<file path="config.mk">
export PLATFORM = sky130hd
export DESIGN_NAME = mmio_hub_flat
export DESIGN_NICKNAME = d
export VERILOG_FILES = /design/src/rtl/mmio_hub_if.sv /design/src/rtl/mmio_hub.sv /design/src/flat_wrapper.sv
export SDC_FILE = /design/constraint.sdc
export NUM_CORES = 1
export LEC_CHECK = 0
export ABC_AREA = 1
export ABC_CLOCK_PERIOD_IN_PS = 4050
export BUFFER_PORTS_ARGS = -buffer_cell sky130_fd_sc_hd__buf_4
export CELL_PAD_IN_SITES_DETAIL_PLACEMENT = 1
export CELL_PAD_IN_SITES_GLOBAL_PLACEMENT = 1
export CORE_UTILIZATION = 43
export CTS_CLUSTER_DIAMETER = 120
export DETAILED_ROUTE_END_ITERATION = 10
export PLACE_DENSITY = 0.79
export SLEW_MARGIN = 20
export SYNTH_ARGS = -nofsm -noshare
export SYNTH_HDL_FRONTEND = slang
export SYNTH_SLANG_ARGS = --single-unit
</file>
<file path="constraint.sdc">
create_clock -name i_clk -period 4.05 [get_ports i_clk]
set_input_delay 0.2025 -clock i_clk [delete_from_list [all_inputs] [get_ports i_clk]]
set_output_delay 0.2025 -clock i_clk [all_outputs]
set_load 0.05 [all_outputs]
</file>
<file path="src/rtl/mmio_hub_if.sv">
// CPU-side bus of the d16 MMIO hub: access strobe, address/data and the
// registered read-completion handshake.
interface mmio_hub_if;
    logic        en;
    logic        write_enable;
    logic        byte_select;
    logic        byte_enable;
    logic [15:0] addr;
    logic [15:0] data_in;
    logic [15:0] data_out;
    logic        serviced_read;

    modport master (
        output en, write_enable, byte_select, byte_enable, addr, data_in,
        input  data_out, serviced_read
    );

    modport slave (
        input  en, write_enable, byte_select, byte_enable, addr, data_in,
        output data_out, serviced_read
    );
endinterface

</file>
<file path="src/rtl/mmio_hub.sv">
// Memory-mapped I/O hub for the top 256-byte window of the d16 CPU: LED/GPIO
// byte ports, UART register ports and a prescaled 16-bit timer with compare IRQ.
module mmio_hub #(
    parameter int          N_LED     = 1,
    parameter int          PRESCALE  = 1,
    parameter logic [15:0] BASE_ADDR = 16'hFF00
) (
    input  logic               i_clk,
    input  logic               i_rst,
    mmio_hub_if.slave          bus,
    output logic [8*N_LED-1:0] o_led_out,
    output logic               o_uart_wr_en,
    output logic [7:0]         o_uart_wr_data,
    output logic               o_uart_rd_ack,
    input  logic [7:0]         i_uart_rx_data,
    input  logic [7:0]         i_uart_status,
    output logic               o_irq
);
    localparam logic [7:0]  OFF_UART_DATA = 8'h10;
    localparam logic [7:0]  OFF_UART_STAT = 8'h11;
    localparam logic [7:0]  OFF_CNT_LO    = 8'h20;
    localparam logic [7:0]  OFF_CNT_HI    = 8'h21;
    localparam logic [7:0]  OFF_CMP_LO    = 8'h22;
    localparam logic [7:0]  OFF_CMP_HI    = 8'h23;
    localparam logic [7:0]  OFF_CTRL      = 8'h24;
    localparam logic [7:0]  OFF_STAT      = 8'h25;
    localparam logic [15:0] PRESCALE_MAX  = 16'(PRESCALE - 1);

    logic [7:0]  r_led [N_LED];
    logic [15:0] r_count, r_compare, r_presc;
    logic [2:0]  r_ctrl;
    logic        r_flag;
    logic [7:0]  r_shadow;
    logic        r_p_rd, r_p_hit, r_p_ack, r_p_wr;
    logic [15:0] r_p_data;
    logic [7:0]  r_p_wdata;
    logic [15:0] r_data_out;
    logic        r_serviced, r_uart_wr_en, r_uart_rd_ack, r_irq;
    logic [7:0]  r_uart_wr_data;

    logic [15:0] w_ba, w_rd_data, w_count_nxt, w_presc_nxt;
    logic [7:0]  w_off0, w_off1, w_ctrl_wd, w_stat_wd;
    logic        w_hit, w_word, w_rd, w_wr, w_snap, w_rd_ack, w_uart_wr;
    logic        w_tick, w_match, w_cnt_wr, w_flag_nxt;
    logic        w_unused;

    // Byte address drops addr[15]; a word access is aligned so its second byte is off0|1.
    assign w_ba     = {bus.addr[14:0], bus.byte_select};
    assign w_unused = bus.addr[15];
    assign w_hit    = (w_ba[15:8] == BASE_ADDR[15:8]);
    assign w_word   = ~bus.byte_enable & ~bus.byte_select;
    assign w_off0   = w_ba[7:0];
    assign w_off1   = w_ba[7:0] | 8'h01;
    assign w_rd     = bus.en & ~bus.write_enable;
    assign w_wr     = bus.en & bus.write_enable & w_hit;
    assign w_snap   = w_rd & w_hit & ~w_word & (w_off0 == OFF_CNT_LO);
    assign w_rd_ack = w_rd & w_hit & (w_off0 == OFF_UART_DATA);

    function automatic logic wr_at(input logic [7:0] t);
        return (w_wr && (w_off0 == t)) || (w_wr && w_word && (w_off1 == t));
    endfunction

    function automatic logic [7:0] wr_data_at(input logic [7:0] t);
        return (w_word && (w_off1 == t)) ? bus.data_in[15:8] : bus.data_in[7:0];
    endfunction

    function automatic logic [7:0] rd_byte(input logic [7:0] off, input logic live_hi);
        logic [7:0] b;
        b = 8'h00;
        case (off)
            OFF_UART_DATA: b = i_uart_rx_data;
            OFF_UART_STAT: b = i_uart_status;
            OFF_CNT_LO:    b = r_count[7:0];
            OFF_CNT_HI:    b = live_hi ? r_count[15:8] : r_shadow;
            OFF_CMP_LO:    b = r_compare[7:0];
            OFF_CMP_HI:    b = r_compare[15:8];
            OFF_CTRL:      b = {5'b00000, r_ctrl};
            OFF_STAT:      b = {7'b0000000, r_flag};
            default: begin
                for (int i = 0; i < N_LED; i++) begin
                    if (off == 8'(i)) b = r_led[i];
                end
            end
        endcase
        return b;
    endfunction

    // Read data mux; a word read of the count returns the live high byte.
    always_comb begin
        w_rd_data = 16'h0000;
        if (w_word) begin
            w_rd_data = {rd_byte(w_off1, 1'b1), rd_byte(w_off0, 1'b1)};
        end else begin
            w_rd_data = {8'h00, rd_byte(w_off0, 1'b0)};
        end
    end

    // Timer next state: CPU count writes override the tick and restart the prescaler.
    always_comb begin
        w_uart_wr   = wr_at(OFF_UART_DATA);
        w_ctrl_wd   = wr_data_at(OFF_CTRL);
        w_stat_wd   = wr_data_at(OFF_STAT);
        w_tick      = r_ctrl[0] & (r_presc == PRESCALE_MAX);
        w_match     = w_tick & (r_count == r_compare);
        w_cnt_wr    = wr_at(OFF_CNT_LO) | wr_at(OFF_CNT_HI);
        w_count_nxt = r_count;
        w_presc_nxt = r_presc;
        if (r_ctrl[0]) begin
            w_presc_nxt = w_tick ? 16'h0000 : r_presc + 16'h0001;
        end else begin
            w_presc_nxt = r_presc;
        end
        if (w_cnt_wr) begin
            w_count_nxt = {wr_at(OFF_CNT_HI) ? wr_data_at(OFF_CNT_HI) : r_count[15:8],
                           wr_at(OFF_CNT_LO) ? wr_data_at(OFF_CNT_LO) : r_count[7:0]};
            w_presc_nxt = 16'h0000;
        end else if (w_match && r_ctrl[1]) begin
            w_count_nxt = 16'h0000;
        end else if (w_tick) begin
            w_count_nxt = r_count + 16'h0001;
        end else begin
            w_count_nxt = r_count;
        end
        if (wr_at(OFF_CTRL) && !w_ctrl_wd[0]) begin
            w_presc_nxt = 16'h0000;
        end else begin
            w_presc_nxt = w_presc_nxt;
        end
        if (w_match) begin
            w_flag_nxt = 1'b1;
        end else if (wr_at(OFF_STAT) && w_stat_wd[0]) begin
            w_flag_nxt = 1'b0;
        end else begin
            w_flag_nxt = r_flag;
        end
    end

    // Architectural register file and timer state.
    always_ff @(posedge i_clk or posedge i_rst) begin
        if (i_rst) begin
            for (int i = 0; i < N_LED; i++) r_led[i] <= 8'h00;
            r_count   <= 16'h0000;
            r_compare <= 16'hFFFF;
            r_presc   <= 16'h0000;
            r_ctrl    <= 3'b000;
            r_flag    <= 1'b0;
            r_shadow  <= 8'h00;
        end else begin
            for (int i = 0; i < N_LED; i++) begin
                if (wr_at(8'(i))) r_led[i] <= wr_data_at(8'(i));
            end
            if (wr_at(OFF_CMP_LO)) r_compare[7:0]  <= wr_data_at(OFF_CMP_LO);
            if (wr_at(OFF_CMP_HI)) r_compare[15:8] <= wr_data_at(OFF_CMP_HI);
            if (wr_at(OFF_CTRL))   r_ctrl          <= w_ctrl_wd[2:0];
            if (w_snap)            r_shadow        <= r_count[15:8];
            r_count <= w_count_nxt;
            r_presc <= w_presc_nxt;
            r_flag  <= w_flag_nxt;
        end
    end

    // One-stage response pipeline: requests sampled at edge N are presented after N+1.
    always_ff @(posedge i_clk or posedge i_rst) begin
        if (i_rst) begin
            r_p_rd         <= 1'b0;
            r_p_hit        <= 1'b0;
            r_p_ack        <= 1'b0;
            r_p_wr         <= 1'b0;
            r_p_data       <= 16'h0000;
            r_p_wdata      <= 8'h00;
            r_data_out     <= 16'h0000;
            r_serviced     <= 1'b0;
            r_uart_rd_ack  <= 1'b0;
            r_uart_wr_en   <= 1'b0;
            r_uart_wr_data <= 8'h00;
            r_irq          <= 1'b0;
        end else begin
            r_p_rd        <= w_rd;
            r_p_hit       <= w_rd & w_hit;
            r_p_ack       <= w_rd_ack;
            r_p_wr        <= w_uart_wr;
            r_p_data      <= w_rd_data;
            r_p_wdata     <= bus.data_in[7:0];
            if (r_p_rd) r_data_out <= r_p_hit ? r_p_data : 16'h0000;
            if (r_p_wr) r_uart_wr_data <= r_p_wdata;
            r_serviced    <= r_p_hit;
            r_uart_rd_ack <= r_p_ack;
            r_uart_wr_en  <= r_p_wr;
            r_irq         <= r_flag & r_ctrl[2];
        end
    end

    for (genvar g = 0; g < N_LED; g++) begin : g_led
        assign o_led_out[8*g +: 8] = r_led[g];
    end

    assign bus.data_out      = r_data_out;
    assign bus.serviced_read = r_serviced;
    assign o_uart_wr_en      = r_uart_wr_en;
    assign o_uart_wr_data    = r_uart_wr_data;
    assign o_uart_rd_ack     = r_uart_rd_ack;
    assign o_irq             = r_irq;
endmodule

</file>
<file path="src/flat_wrapper.sv">
// flat-port wrapper written by rule: the top's interface ports become plain ports
module mmio_hub_flat 
#(
    parameter int          N_LED     = 1,
    parameter int          PRESCALE  = 1,
    parameter logic [15:0] BASE_ADDR = 16'hFF00
)
  (i_clk, i_rst, o_led_out, o_uart_wr_en, o_uart_wr_data, o_uart_rd_ack, i_uart_rx_data, i_uart_status, o_irq, bus_en, bus_write_enable, bus_byte_select, bus_byte_enable, bus_addr, bus_data_in, bus_data_out, bus_serviced_read);
  mmio_hub_if bus_i ();
  input  logic i_clk;
  input  logic i_rst;
  output logic [8*N_LED-1:0] o_led_out;
  output logic o_uart_wr_en;
  output logic [7:0] o_uart_wr_data;
  output logic o_uart_rd_ack;
  input  logic [7:0] i_uart_rx_data;
  input  logic [7:0] i_uart_status;
  output logic o_irq;
  input wire logic [$bits(bus_i.en)-1:0] bus_en;
  input wire logic [$bits(bus_i.write_enable)-1:0] bus_write_enable;
  input wire logic [$bits(bus_i.byte_select)-1:0] bus_byte_select;
  input wire logic [$bits(bus_i.byte_enable)-1:0] bus_byte_enable;
  input wire logic [$bits(bus_i.addr)-1:0] bus_addr;
  input wire logic [$bits(bus_i.data_in)-1:0] bus_data_in;
  output wire logic [$bits(bus_i.data_out)-1:0] bus_data_out;
  output wire logic [$bits(bus_i.serviced_read)-1:0] bus_serviced_read;
  assign bus_i.en = bus_en;
  assign bus_i.write_enable = bus_write_enable;
  assign bus_i.byte_select = bus_byte_select;
  assign bus_i.byte_enable = bus_byte_enable;
  assign bus_i.addr = bus_addr;
  assign bus_i.data_in = bus_data_in;
  assign bus_data_out = bus_i.data_out;
  assign bus_serviced_read = bus_i.serviced_read;
  mmio_hub #(.N_LED(N_LED), .PRESCALE(PRESCALE), .BASE_ADDR(BASE_ADDR)) u_core (.i_clk(i_clk), .i_rst(i_rst), .bus(bus_i), .o_led_out(o_led_out), .o_uart_wr_en(o_uart_wr_en), .o_uart_wr_data(o_uart_wr_data), .o_uart_rd_ack(o_uart_rd_ack), .i_uart_rx_data(i_uart_rx_data), .i_uart_status(i_uart_status), .o_irq(o_irq));
endmodule
</file>
==> results, run 1 <==
- In this run the count of I/O pins placed on the die edge is 90.
- The maximum number of pins on one net before global-route repair is 70.
- The number of register bits inferred by synthesis is 124.
- The die width is 130 um.
- The pre-antenna-repair detailed-routing pass consisted of 5 iterations.
- For this run, asynchronously set or reset flops after synthesis account for 100%.
- The overall power consumption is 2.84 mW.
- For this design the ratio of total power to cell area is 335 mW/mm^2.
- The setup TNS after final layout is 0 ns.
- The number of nets handed over by synthesis was 995.
- The clock drives 124 sinks.
- The routed design has 23.3 mm of wire.
- After layout, the minimum clock period comes to 2.56 ns.
- The worst slew margin relative to its limit is 46.6%.
- The achievable frequency is 0.390 GHz.
- The count of inserted antenna diode cells is 0.
- Global routing used 30.1% of the available tracks.
- The violation count after the first detailed-routing iteration is 384.
- The number of antenna violations at the first check in global routing is 0.
- The region available for standard cell placement spans 0.0159 mm^2.
- The via total after detailed routing is 6664.
- The hold violation count in the final report is 0.
- The H-tree generated during clock tree synthesis spans 4 levels.
- Once the floorplan was initialized, standard cells occupied 44.0% of the core.
- The vertical extent of the die is 130 um.
- Summing all flip-flop and latch instances after layout gives 0.00312 mm^2.
- In the final design database the tool counted 1088 nets.
- In the final routed layout, each cell accounts on average for 18.5 um.
- The count of final max-slew check failures is 0.
- The leakage power is 4.27 nW.
- The post-CTS setup buffer count is 0.
- In the routed design, unresolved DRC markers number 0.
- The number of standard cells after synthesis is 938.
- Sequential elements use 44.6% of the synthesized area.
- The post-route antenna net violation count is 0.
- The arrival time reported for the critical path endpoint is 2.93 ns.
- The min-delay analysis places its worst path in the category input pin to flip-flop.
- After filler insertion, the fill cell instance count of the layout stands at 2030.
- The clock transition at the registers of the reported paths is 0.06 ns.
- Cells with a size suffix above 1 make up 17.8% of the layout.
- The placed instance area is 0.00781 mm^2.
- Hold timing on the final database bottoms out at a slack of 0.0331 ns.
- In this run the cell area of the synthesized design comes to 0.00700 mm^2.
- The total half-perimeter wirelength after legalization and detailed placement is 17.2 mm.
- Summing all non-filler instances in the final layout gives an area of 0.00847 mm^2.
- The multi-input combinational cells in the finished layout cover a total of 0.00323 mm^2.
- In this run, distinct cell masters in the synthesized netlist total 38.
- The run finished with clean final reports.
- The full die area is 0.0168 mm^2.
- The transition at the pin with the smallest max-transition slack is 0.801 ns.
- Yosys printed 0 warnings.
- After floorplanning, the core was divided into 46 placement rows.
- Of all nets on the critical path, the largest fanout is 17.
- The share of the core filled with cells in the final layout is 53.3%.
- The global-route wire length before repair is 37.5 mm.
- Yosys mapped a number of flops with a built-in enable equal to 0.
- The required time of the worst setup path is 4.41 ns.
- The number of max-capacitance violations reported is 0.
- The source-to-sink clock delay at the later pin of the worst-skew pair is 0.43 ns.
- The mean area per synthesized cell is 7.46 um^2.
- The via count of the first global-routing pass was 6841.
- The number of buffers added by the clock tree synthesis step is 17.
- The longest clock path from root to sink contains 2 buffers.
- Setup repair after global routing left no endpoint under its margin.
- The number of buffers inserted by port buffering is 88.
- The clock tree from TritonCTS is yes.
- Between clock sinks in the finished design, the worst skew comes to 0.00797 ns.
- From synthesis to final layout, the design area changed by 21.0%.
- The worst setup path is of the flip-flop to flip-flop kind.
- The vias per cell is 5.29.
- The congestion estimate from routability-driven global placement came to 0.901.
- The total overflow reported by the global router is 0.
- The share of the clock period used by the worst path is 63.3%.
- The setup violation total in the final timing report is 0.
- The prevailing post-synth register cell is sky130_fd_sc_hd__dfrtp_1.
- In this run the clock root is driven by a sky130_fd_sc_hd__clkbuf_16.
- The worst voltage drop across the vdd grid is 0.274 mV.
- The worst setup path is launched from a flip-flop.
- The worst setup path is captured at a flip-flop.
## registers in the layout (all words and copies together) (netlist names), 3 cells and up
signal	flops
u_core.bus.data_out	16
u_core.o_uart_wr_data	8
u_core.r_compare	16
u_core.r_p_data	16
u_core.r_count	16
u_core.r_presc	16
u_core.r_shadow	8
u_core.o_led_out	8
u_core.r_ctrl	3
u_core.r_p_wdata	8
## layout by cell type, fill, tap and decap left out, types with 2 or more instances in the layout
| cell type | n |
|---|---|
| sky130_fd_sc_hd__buf_4 | 90 |
| sky130_fd_sc_hd__dfstp_2 | 16 |
| sky130_fd_sc_hd__o21ai_2 | 15 |
| sky130_fd_sc_hd__o21ai_0 | 76 |
| sky130_fd_sc_hd__clkbuf_16 | 17 |
| sky130_fd_sc_hd__nand3_1 | 92 |
| sky130_fd_sc_hd__nor3_1 | 19 |
| sky130_fd_sc_hd__nor2_2 | 6 |
| sky130_fd_sc_hd__o31ai_1 | 2 |
| sky130_fd_sc_hd__dlygate4sd3_1 | 10 |
| sky130_fd_sc_hd__nand2_1 | 271 |
| sky130_fd_sc_hd__mux2_2 | 8 |
| sky130_fd_sc_hd__nor2_4 | 2 |
| sky130_fd_sc_hd__dfrtp_1 | 108 |
| sky130_fd_sc_hd__inv_6 | 2 |
| sky130_fd_sc_hd__a21oi_1 | 5 |
| sky130_fd_sc_hd__clkinvlp_4 | 3 |
| sky130_fd_sc_hd__clkinv_2 | 2 |
| sky130_fd_sc_hd__ha_1 | 3 |
| sky130_fd_sc_hd__xor2_1 | 27 |
| sky130_fd_sc_hd__o21ai_1 | 2 |
| sky130_fd_sc_hd__clkinv_4 | 4 |
| sky130_fd_sc_hd__nand3_2 | 7 |
| sky130_fd_sc_hd__nand4_1 | 12 |
| sky130_fd_sc_hd__o22ai_1 | 15 |
| sky130_fd_sc_hd__inv_1 | 122 |
| sky130_fd_sc_hd__inv_2 | 6 |
| sky130_fd_sc_hd__nor2_1 | 81 |
| sky130_fd_sc_hd__a211oi_1 | 4 |
## what timing repair did
action | CTS | global route
gates resized for setup | 0 | 0
hold endpoints to repair | 65 | 0
hold buffers | 10 | 0
## critical path: stages (launching register included)
cell and delay [ns]:
sky130_fd_sc_hd__dfrtp_1 0.43, sky130_fd_sc_hd__inv_1 0.28, sky130_fd_sc_hd__nand2_1 0.09, sky130_fd_sc_hd__nand2_1 0.08, sky130_fd_sc_hd__nand2_1 0.06, sky130_fd_sc_hd__nor2_1 0.10, sky130_fd_sc_hd__nand2_1 0.07, sky130_fd_sc_hd__nor2_1 0.12
sky130_fd_sc_hd__nand3_1 0.57, sky130_fd_sc_hd__nand3_1 0.24, sky130_fd_sc_hd__nand2_1 0.18, sky130_fd_sc_hd__inv_1 0.15, sky130_fd_sc_hd__nand2_1 0.07, sky130_fd_sc_hd__nand2_1 0.06
## worst paths after layout
kind	slack, ns	start	depth (start not counted)	endpoint
worst max-delay path	1.49	u_core.r_count[8]	13	u_core.r_count[3]
worst min register to register	0.38	u_core.r_p_ack	0	u_core.o_uart_rd_ack
worst max register to register	1.49	u_core.r_count[8]	13	u_core.r_count[3]
worst min-delay path	0.03	bus_en	3	u_core.r_p_rd
min in group asynchronous	0.45	i_rst	3	u_core.bus.data_out[5]
max in group asynchronous	2.73	i_rst	4	u_core.r_compare[15]
## routing by layer
metal | track usage [%] | part of all wire [%] | up-vias
met4 | 11.9 | 3.0 | 0
li1 | - | - | 3192
met2 | 50.1 | 48 | 180
met5 | 0 | 0 | -
met1 | 39.3 | 45 | 3246
met3 | 4.46 | 3.4 | 46
## synthesized netlist by cell type, types with 2 or more instances
cell type / instances / area, um^2
sky130_fd_sc_hd__o21ai_0: 76 / 380
sky130_fd_sc_hd__mux2_2: 8 / 90.1
sky130_fd_sc_hd__a21oi_1: 5 / 25.0
sky130_fd_sc_hd__nor2_4: 2 / 22.5
sky130_fd_sc_hd__a211oi_1: 4 / 30.0
sky130_fd_sc_hd__buf_4: 4 / 30.0
sky130_fd_sc_hd__dfstp_2: 16 / 420
sky130_fd_sc_hd__clkbuf_1: 11 / 41.3
sky130_fd_sc_hd__nand3_2: 7 / 70.1
sky130_fd_sc_hd__nand4_1: 12 / 75.1
sky130_fd_sc_hd__o22ai_1: 15 / 93.8
sky130_fd_sc_hd__buf_6: 4 / 45.0
sky130_fd_sc_hd__nand2_1: 271 / 1020
sky130_fd_sc_hd__nand3_1: 92 / 460
sky130_fd_sc_hd__o31ai_1: 2 / 15.0
sky130_fd_sc_hd__inv_2: 6 / 22.5
sky130_fd_sc_hd__inv_1: 123 / 462
sky130_fd_sc_hd__nor2_2: 6 / 37.5
sky130_fd_sc_hd__ha_1: 3 / 37.5
sky130_fd_sc_hd__xor2_1: 27 / 236
sky130_fd_sc_hd__o21ai_1: 2 / 10.0
sky130_fd_sc_hd__nor3_1: 19 / 95.1
sky130_fd_sc_hd__nor2_1: 81 / 304
sky130_fd_sc_hd__o21ai_2: 15 / 131
sky130_fd_sc_hd__buf_2: 7 / 35.0
sky130_fd_sc_hd__dfrtp_1: 108 / 2700
## cells by family after synthesis
kind of cell             synth area share, %
adder cells (fa/ha/maj)                0.537
AND/OR/NAND/NOR                         30.5
flip-flops                              44.6
XOR/XNOR                                3.38
AO/OA/AOI/OAI                           10.5
buffers and inverters                   9.14
multiplexers                            1.29
## report_power, final
part | switching [mW] | total (mW) | internal, mW | leakage, nW
Combinational | 0.0856 | 0.140 | 0.0542 | 2.41
Clock | 0.588 | 1.45 | 0.859 | 0.266
Sequential | 0.00658 | 1.25 | 1.25 | 1.60
## layout make-up
type,count,share of cell area [%]
timing repair buffer,101,9.40
sequential,124,36.9
multi-input combinational,658,38.2
clock buffer,19,5.23
clock inverter,12,1.36
tap,216,3.19
inverter,129,5.75
## stage by stage
step | setup slack (ns) | cells
after floorplan | 0.575 | 938
after global placement | 1.47 | 1218
after detailed placement | 1.44 | 1218
after CTS | 1.49 | 1259
after global routing | 1.28 | 1259
final | 1.49 | 1259
(Power assumes the default switching activity.)
==> run 2: changes to the inputs <==
- ABC_CLOCK_PERIOD_IN_PS: 4050 -> 2100
- CORE_UTILIZATION: 43 -> 39
- PLACE_DENSITY: 0.79 -> 0.75
- clock period: 4.05 -> 2.1 ns (I/O delays scaled with it)
==> run 2 against run 1 <==
  * Combinational power rose by 100%
  * Power rose by 99%
  * Non-clock buffer count rose by 36
  * Design area rose by 4.1%
  * Hold slack got worse by 0.012 ns
  * Setup slack got worse by 1.4 ns
  * Sequential power rose by 93%
  * Cell count rose by 3.7%
  * Die area rose by 10%
  * Global-route usage fell by 2.7 points
  * Clock-buffer cell count fell by 2
  * Register-to-register slack got worse by 1.4 ns
  * Largest power group unchanged
==> results, run 2 (synthesis gave the netlist of run 1 again) <==
- The flow ran to the end, and the final reports show no timing, DRC or antenna violations.
- The count of final max-slew check failures came to 0.
- The number of buffers added by the clock tree synthesis step is 17.
- The share of the clock period used by the worst path is 93.8%.
- The tightest hold margin is 0.0215 ns.
- The full die area is 0.0185 mm^2.
- The via count of the first global-routing pass is 6888.
- At the end of the flow the core is filled with cells to 50.6%.
- Of the cells placed in the final design, the portion with a size suffix greater than 1 is 20.2%.
- The count of H-tree levels built during CTS is 4.
- The startpoint type of the worst setup path is a flip-flop.
- At the worst endpoint, the required time is 2.47 ns.
- From synthesis to final layout, the design area changed by 26.0%.
- The I/O pin total is 90.
- The DRC violation count after routing is 0.
- The worst setup slack before clock tree synthesis is 0.122 ns.
- The wire length per cell after detailed routing is 17.9 um.
- The clock tree from TritonCTS is yes.
- The number of antenna violations at the first check in global routing is 0.
- The setup violation total in the final timing report is 0.
- The number of nets in the final layout is 1124.
- Summed over all nets, the half-perimeter wirelength after detailed placement is 17.7 mm.
- The hold violation count in the final report is 0.
- The leakage power is 4.47 nW.
- The minimum clock period is 1.97 ns.
- At the worst endpoint, the arrival time is 2.34 ns.
- The detail route stage leaves a number of antenna-violating nets equal to 0.
- At the end of routability-driven placement, the weighted congestion stood at 0.916.
- The die width is 136 um.
- Based on the critical path, the design can be clocked at up to 0.508 GHz.
- The maximum number of pins on one net before global-route repair is 125.
- The number of antenna diodes in the final layout is 0.
- The worst-case IR drop observed on VDD is 0.549 mV.
- The number of placement rows is 48.
- The final design area excluding fillers is 0.00882 mm^2.
- The global-route wire length before repair is 37.6 mm.
- The most common library cell in the layout ignoring fill and taps is sky130_fd_sc_hd__nand2_1.
- The clock root buffer master is sky130_fd_sc_hd__clkbuf_16.
- The layout filler cell count is 2183.
- The number of iterations in the first detailed-routing pass is 5.
- In the routed layout, each cell is associated on average with a via count of 5.24.
- During placement, the flow inserted port buffers numbering 88.
- The number of clock sinks is 124.
- At the pin with the least slew margin, the transition time is 0.785 ns.
- Of all nets on the critical path, the largest fanout is 5.
- In the global route stage, overall resource usage came out at 27.4%.
- Setup repair after global routing left no endpoint under its margin.
- The worst setup path is captured at a flip-flop.
- Clock-pin slew was measured on the worst setup and hold paths at 0.07 ns.
- Between clock sinks in the finished design, the worst skew comes to 0.0120 ns.
- The total overflow reported by the global router is 0.
- For this configuration, the core starts out at a cell density of 40.2%.
- After detailed placement, the total cell area comes to 0.00805 mm^2.
- The via total after detailed routing is 6838.
- The critical path class is flip-flop to flip-flop.
- At the later pin of the worst-skew pair, clock insertion delay measures 0.43 ns.
- The detailed router finished its first iteration with 537 violations.
- The vertical extent of the die is 136 um.
- In the layout the commonest cells are sky130_fd_sc_hd__nand2_1 (270), sky130_fd_sc_hd__inv_1 (122), sky130_fd_sc_hd__buf_4 (118), sky130_fd_sc_hd__dfrtp_1 (108), sky130_fd_sc_hd__nand3_1 (92).
- Adding up every negative setup slack in the final design gives 0 ns.
- The total wire length after detailed routing is 23.4 mm.
- Dividing total power by cell area gives a power density of 641 mW/mm^2.
- In this run the tightest slew margin relative to its limit is 47.7%.
- In this run the worst hold path is classified as input pin to flip-flop.
- The worst-case clock buffer depth is 2.
- Once routing completed, OpenROAD measured the worst setup slack at 0.130 ns.
- The number of max-capacitance violations reported is 0.
- The placeable core area is 0.0174 mm^2.
[run 2: metrics by stage]
stage / power [mW] / instances
floorplan: 2.56 / 938
global placement: 2.71 / 1256
detailed placement: 2.72 / 1256
CTS: 5.71 / 1305
global route: 5.85 / 1305
finish: 5.65 / 1305
[run 2: power breakdown]
| group | switching, mW | leakage [nW] | internal [mW] |
|---|---|---|---|
| combinational | 0.169 | 2.57 | 0.116 |
| clock | 1.34 | 0.294 | 1.61 |
| sequential | 0.0121 | 1.60 | 2.40 |
| total | 1.53 | 4.47 | 4.13 |
[run 2: final cells by class]
| type | instances | area (um^2) | share of cell area, % |
|---|---|---|---|
| clock inverters | 15 | 166 | 1.89 |
| flip-flops and latches | 124 | 3120 | 35.4 |
| well taps | 225 | 282 | 3.19 |
| inverters | 129 | 488 | 5.53 |
| repair buffers | 137 | 1100 | 12.4 |
| clock buffers | 17 | 425 | 4.82 |
| multi-input cells | 658 | 3240 | 36.7 |
[run 2: per-layer routing]
layer / global-route usage (%) / up-vias / part of all wire, %
met5: 0 / - / 0
met4: 9.63 / 0 / 2.5
met3: 5.56 / 40 / 4.8
met2: 43.8 / 182 / 47
met1: 36.5 / 3344 / 46
li1: - / 3272 / -
[run 2: worst max-delay path, stage by stage (launching register included)]
cell and delay (ns):
sky130_fd_sc_hd__dfstp_2 0.56, sky130_fd_sc_hd__inv_1 0.10, sky130_fd_sc_hd__nand2_1 0.07, sky130_fd_sc_hd__nand2_1 0.09, sky130_fd_sc_hd__nor2_1 0.13, sky130_fd_sc_hd__nand2_1 0.08
sky130_fd_sc_hd__nor2_1 0.14, sky130_fd_sc_hd__nand3_1 0.12, sky130_fd_sc_hd__nand3_1 0.11, sky130_fd_sc_hd__nand2_1 0.18, sky130_fd_sc_hd__inv_1 0.18, sky130_fd_sc_hd__nand2_1 0.07
sky130_fd_sc_hd__nand2_1 0.07
[run 2: timing repair]
| item | CTS | global route |
|---|---|---|
| setup buffers | 0 | 0 |
| hold buffers | 17 | 0 |
| resized for setup | 0 | 1 |
| setup endpoints to repair | 0 | 8 |
| endpoints found under the hold margin | 125 | 0 |
[run 2: path summary, 6_finish.rpt]
check / from / endpoint / slack, ns / depth (start not counted)
setup / recovery: u_core.r_compare[10] / u_core.r_count[1] / 0.13 / 12
setup reg to reg: u_core.r_compare[10] / u_core.r_count[1] / 0.13 / 12
min in group asynchronous: i_rst / u_core.r_p_rd / 0.44 / 4
hold / removal: bus_data_in[10] / u_core.r_compare[10] / 0.02 / 3
max in group asynchronous: i_rst / u_core.r_count[14] / 1.19 / 4
hold reg to reg: u_core.r_p_ack / u_core.o_uart_rd_ack / 0.36 / 0
==> run 3: changes to the inputs <==
--- a/config.mk
+++ b/config.mk
@@ -14,4 +14,5 @@
 export CTS_CLUSTER_DIAMETER = 120
 export DETAILED_ROUTE_END_ITERATION = 10
+export HOLD_SLACK_MARGIN = 0.12
 export PLACE_DENSITY = 0.75
 export SLEW_MARGIN = 20
==> constraint.sdc (replaced) <==
create_clock -name i_clk -period 2.1 [get_ports i_clk]
set_input_delay 0.63 -clock i_clk [delete_from_list [all_inputs] [get_ports i_clk]]
set_output_delay 0.63 -clock i_clk [all_outputs]
set_load 0.05 [all_outputs]
==> run 3 against run 2 <==
  * Design area up 3.6%
  * First-iteration DRC count down 34%
  * Cell count up 2.1%
  * Flip-flop and latch count unchanged
  * Highest routed layer unchanged
  * Global-route usage up 1.7 points
  * Critical path depth down 3
==> results, run 3 (synthesis gave the netlist of run 1 again) <==
- Of all nets on the critical path, the largest fanout is 6.
- The internal portion of the total power is 4.13 mW.
- The number of clock sinks is 124.
- The min-delay analysis places its worst path in the category input pin to flip-flop.
- The violation count after the first detailed-routing iteration is 353.
- The die is 136 um wide.
- The proportion of power drawn by the clock network is 52.2%.
- The placeable core area is 0.0174 mm^2.
- The setup violation total in the final timing report is 0.
- The worst setup path is captured at a flip-flop.
- The number of buffers added by the clock tree synthesis step is 17.
- The clock root buffer master is sky130_fd_sc_hd__clkbuf_16.
- At the end of routability-driven placement, the weighted congestion stood at 0.893.
- Global routing finished with a remaining overflow of 0.
- Input and output buffers added on the ports amount to 88.
- The worst voltage drop across the vdd grid is 0.553 mV.
- The flow ran to the end, and the final reports show no timing, DRC or antenna violations.
- Leaving out fill and tap cells, the most frequent cell in the layout is sky130_fd_sc_hd__nand2_1.
- The required time of the worst setup path is 2.43 ns.
- Setup repair after global routing left no endpoint under its margin.
- The clock transition at the registers of the reported paths is 0.07 ns.
- The post-route antenna net violation count is 0.
- The clock reaches the later pin of the worst-skew pair after 0.44 ns.
- In this run switching power makes up 27.3% of total power.
- The vias per cell is 5.24.
- The final setup skew is 0.0103 ns.
- After layout, the worst path uses 92.1% of the clock period.
- The tool flagged a number of max-cap violations equal to 0.
- TritonCTS built the clock tree.
- The critical path in this run is classified as flip-flop to flip-flop.
- After clock tree synthesis, the setup repair step added 0 buffers.
- The number of antenna violations at the first check in global routing came to 0.
- Detailed placement finished with a half-perimeter wire length of 18.9 mm.
- The number of nets in the final layout is 1152.
- Total power for the finished layout comes to 5.69 mW.
- The area growth from synthesis to final layout is 30.6%.
- The count of inserted antenna diode cells is 0.
- Entering global routing, the biggest net connects 55 pins.
- Summed over all cells, the static leakage comes to 4.66 nW.
- The combinational power share is 5.3%.
- The layout filler cell count is 2178.
- The arrival time reported for the critical path endpoint is 2.26 ns.
- Hold is met by 0.327 ns.
- The power per unit of standard cell area is 623 mW/mm^2.
- The post-route netlist has 23.8% of its cells at a drive strength greater than 1.
- In this run the core area contains 48 standard-cell rows.
- The full die area is 0.0185 mm^2.
- The number of cells after detailed placement is 1300.
- The sequential cell fraction of total power is 42.4%.
- Leaving out fill and tap cells, the most frequent cells in the layout are sky130_fd_sc_hd__nand2_1 (270), sky130_fd_sc_hd__buf_4 (150), sky130_fd_sc_hd__inv_1 (121), sky130_fd_sc_hd__dfrtp_1 (108), sky130_fd_sc_hd__nand3_1 (92).
- Counting along the longest clock path gives a buffer depth of 2.
- For this run, design rule violations remaining after detail routing come to 0.
- For the pin with the worst max-slew slack, the measured transition is 0.781 ns.
- The worst setup path is launched from a flip-flop.
- The count of final max-slew check failures is 0.
- The via count of the first global-routing pass is 7460.
- The first detailed-routing pass ran for 4 iterations.
- The achievable frequency is 0.517 GHz.
- The via total after detailed routing is 6985.
- The count of cells in the finished layout, fillers not included, comes to 1333.
- The clock tree synthesis step divided the H-tree into 4 levels.
- After layout, the minimum clock period comes to 1.93 ns.
- The worst slew margin relative to its limit is 47.9%.
- The wire length per cell after detailed routing is 18.5 um.
- The final layout contains routed wiring with a total length of 24.7 mm.
- The I/O pin total is 90.
- The global-route wire length before repair is 40.0 mm.
- The overall global routing resource usage is 29.0%.
- The initial core utilization is 40.2%.
- The hold violation count in the final report came to 0.
- The share of the core filled with cells in the final layout is 52.5%.
- The switching power total is 1.55 mW.
- The vertical extent of the die is 136 um.
## run 3: cell count changes in the layout (fill, tap and decap cells not counted), moves of 2 or more
cell	delta
sky130_fd_sc_hd__clkinvlp_4	+2
sky130_fd_sc_hd__dlygate4sd3_1	-16
sky130_fd_sc_hd__clkinv_8	+2
sky130_fd_sc_hd__buf_4	+32
sky130_fd_sc_hd__inv_8	-3
sky130_fd_sc_hd__buf_12	+11
## run 3: cell type report
class                   instances  area (um^2)  share of cell area (%)
multi-input cells             658         3240                    35.5
flip-flops and latches        124         3120                    34.2
repair buffers                165         1410                    15.4
inverters                     129          488                    5.34
clock buffers                  17          425                    4.66
well taps                     225          282                    3.08
clock inverters                15          171                    1.88
## run 3: stage by stage
stage | setup slack (ns) | setup TNS [ns] | area, um^2
2_1_floorplan | -0.0422 | -4.56 | 7000
6_report | 0.166 | 0 | 9140
3_3_place_gp | -0.177 | -4.18 | 8520
4_1_cts | 0.180 | 0 | 9130
3_5_place_dp | -0.235 | -6.95 | 8520
5_1_grt | 0.00731 | 0 | 9140
## run 3: worst paths after layout
path | startpoint | end | slack, ns | cells past startpoint
max in group asynchronous | i_rst | u_core.r_shadow[2] | 0.84 | 5
max | u_core.r_count[0] | u_core.r_count[14] | 0.17 | 9
min in group asynchronous | i_rst | u_core.r_p_rd | 0.67 | 3
max reg2reg | u_core.r_count[0] | u_core.r_count[14] | 0.17 | 9
min | bus_data_in[1] | u_core.r_p_wdata[1] | 0.33 | 1
min reg2reg | u_core.r_p_ack | u_core.o_uart_rd_ack | 0.36 | 0
## run 3: power by group through the flow
stage / clock network [mW] / registers (mW) / logic (mW)
2_1_floorplan: 0 / 2.45 / 0.110
3_3_place_gp: 0 / 2.46 / 0.297
3_5_place_dp: 0 / 2.46 / 0.302
4_1_cts: 3.00 / 2.41 / 0.307
5_1_grt: 3.11 / 2.41 / 0.334
6_report: 2.97 / 2.41 / 0.303
## run 3: layer usage
metal	wire length [um]	up-vias	global-route usage, %
met3	1190	47	5.97
met1	10900	3425	36.4
met2	12000	194	49.2
met5	0	-	0
met4	627	0	10.4
li1	-	3319	-
## run 3: worst max-delay path, cell delays in order (launching register included)
cell,delay [ns]
sky130_fd_sc_hd__dfrtp_1,0.49
sky130_fd_sc_hd__ha_1,0.26
sky130_fd_sc_hd__nand2_1,0.10
sky130_fd_sc_hd__nor3_1,0.35
sky130_fd_sc_hd__nand3_1,0.18
sky130_fd_sc_hd__xor2_1,0.18
sky130_fd_sc_hd__nand3_1,0.09
sky130_fd_sc_hd__nand2_1,0.07
sky130_fd_sc_hd__nand3_1,0.07
sky130_fd_sc_hd__nand2_1,0.04
## run 3: what timing repair did
item,in CTS,in global routing
setup endpoints to repair,0,12
endpoints found under the hold margin,4,0
resized for setup,0,4
hold buffers,1,0
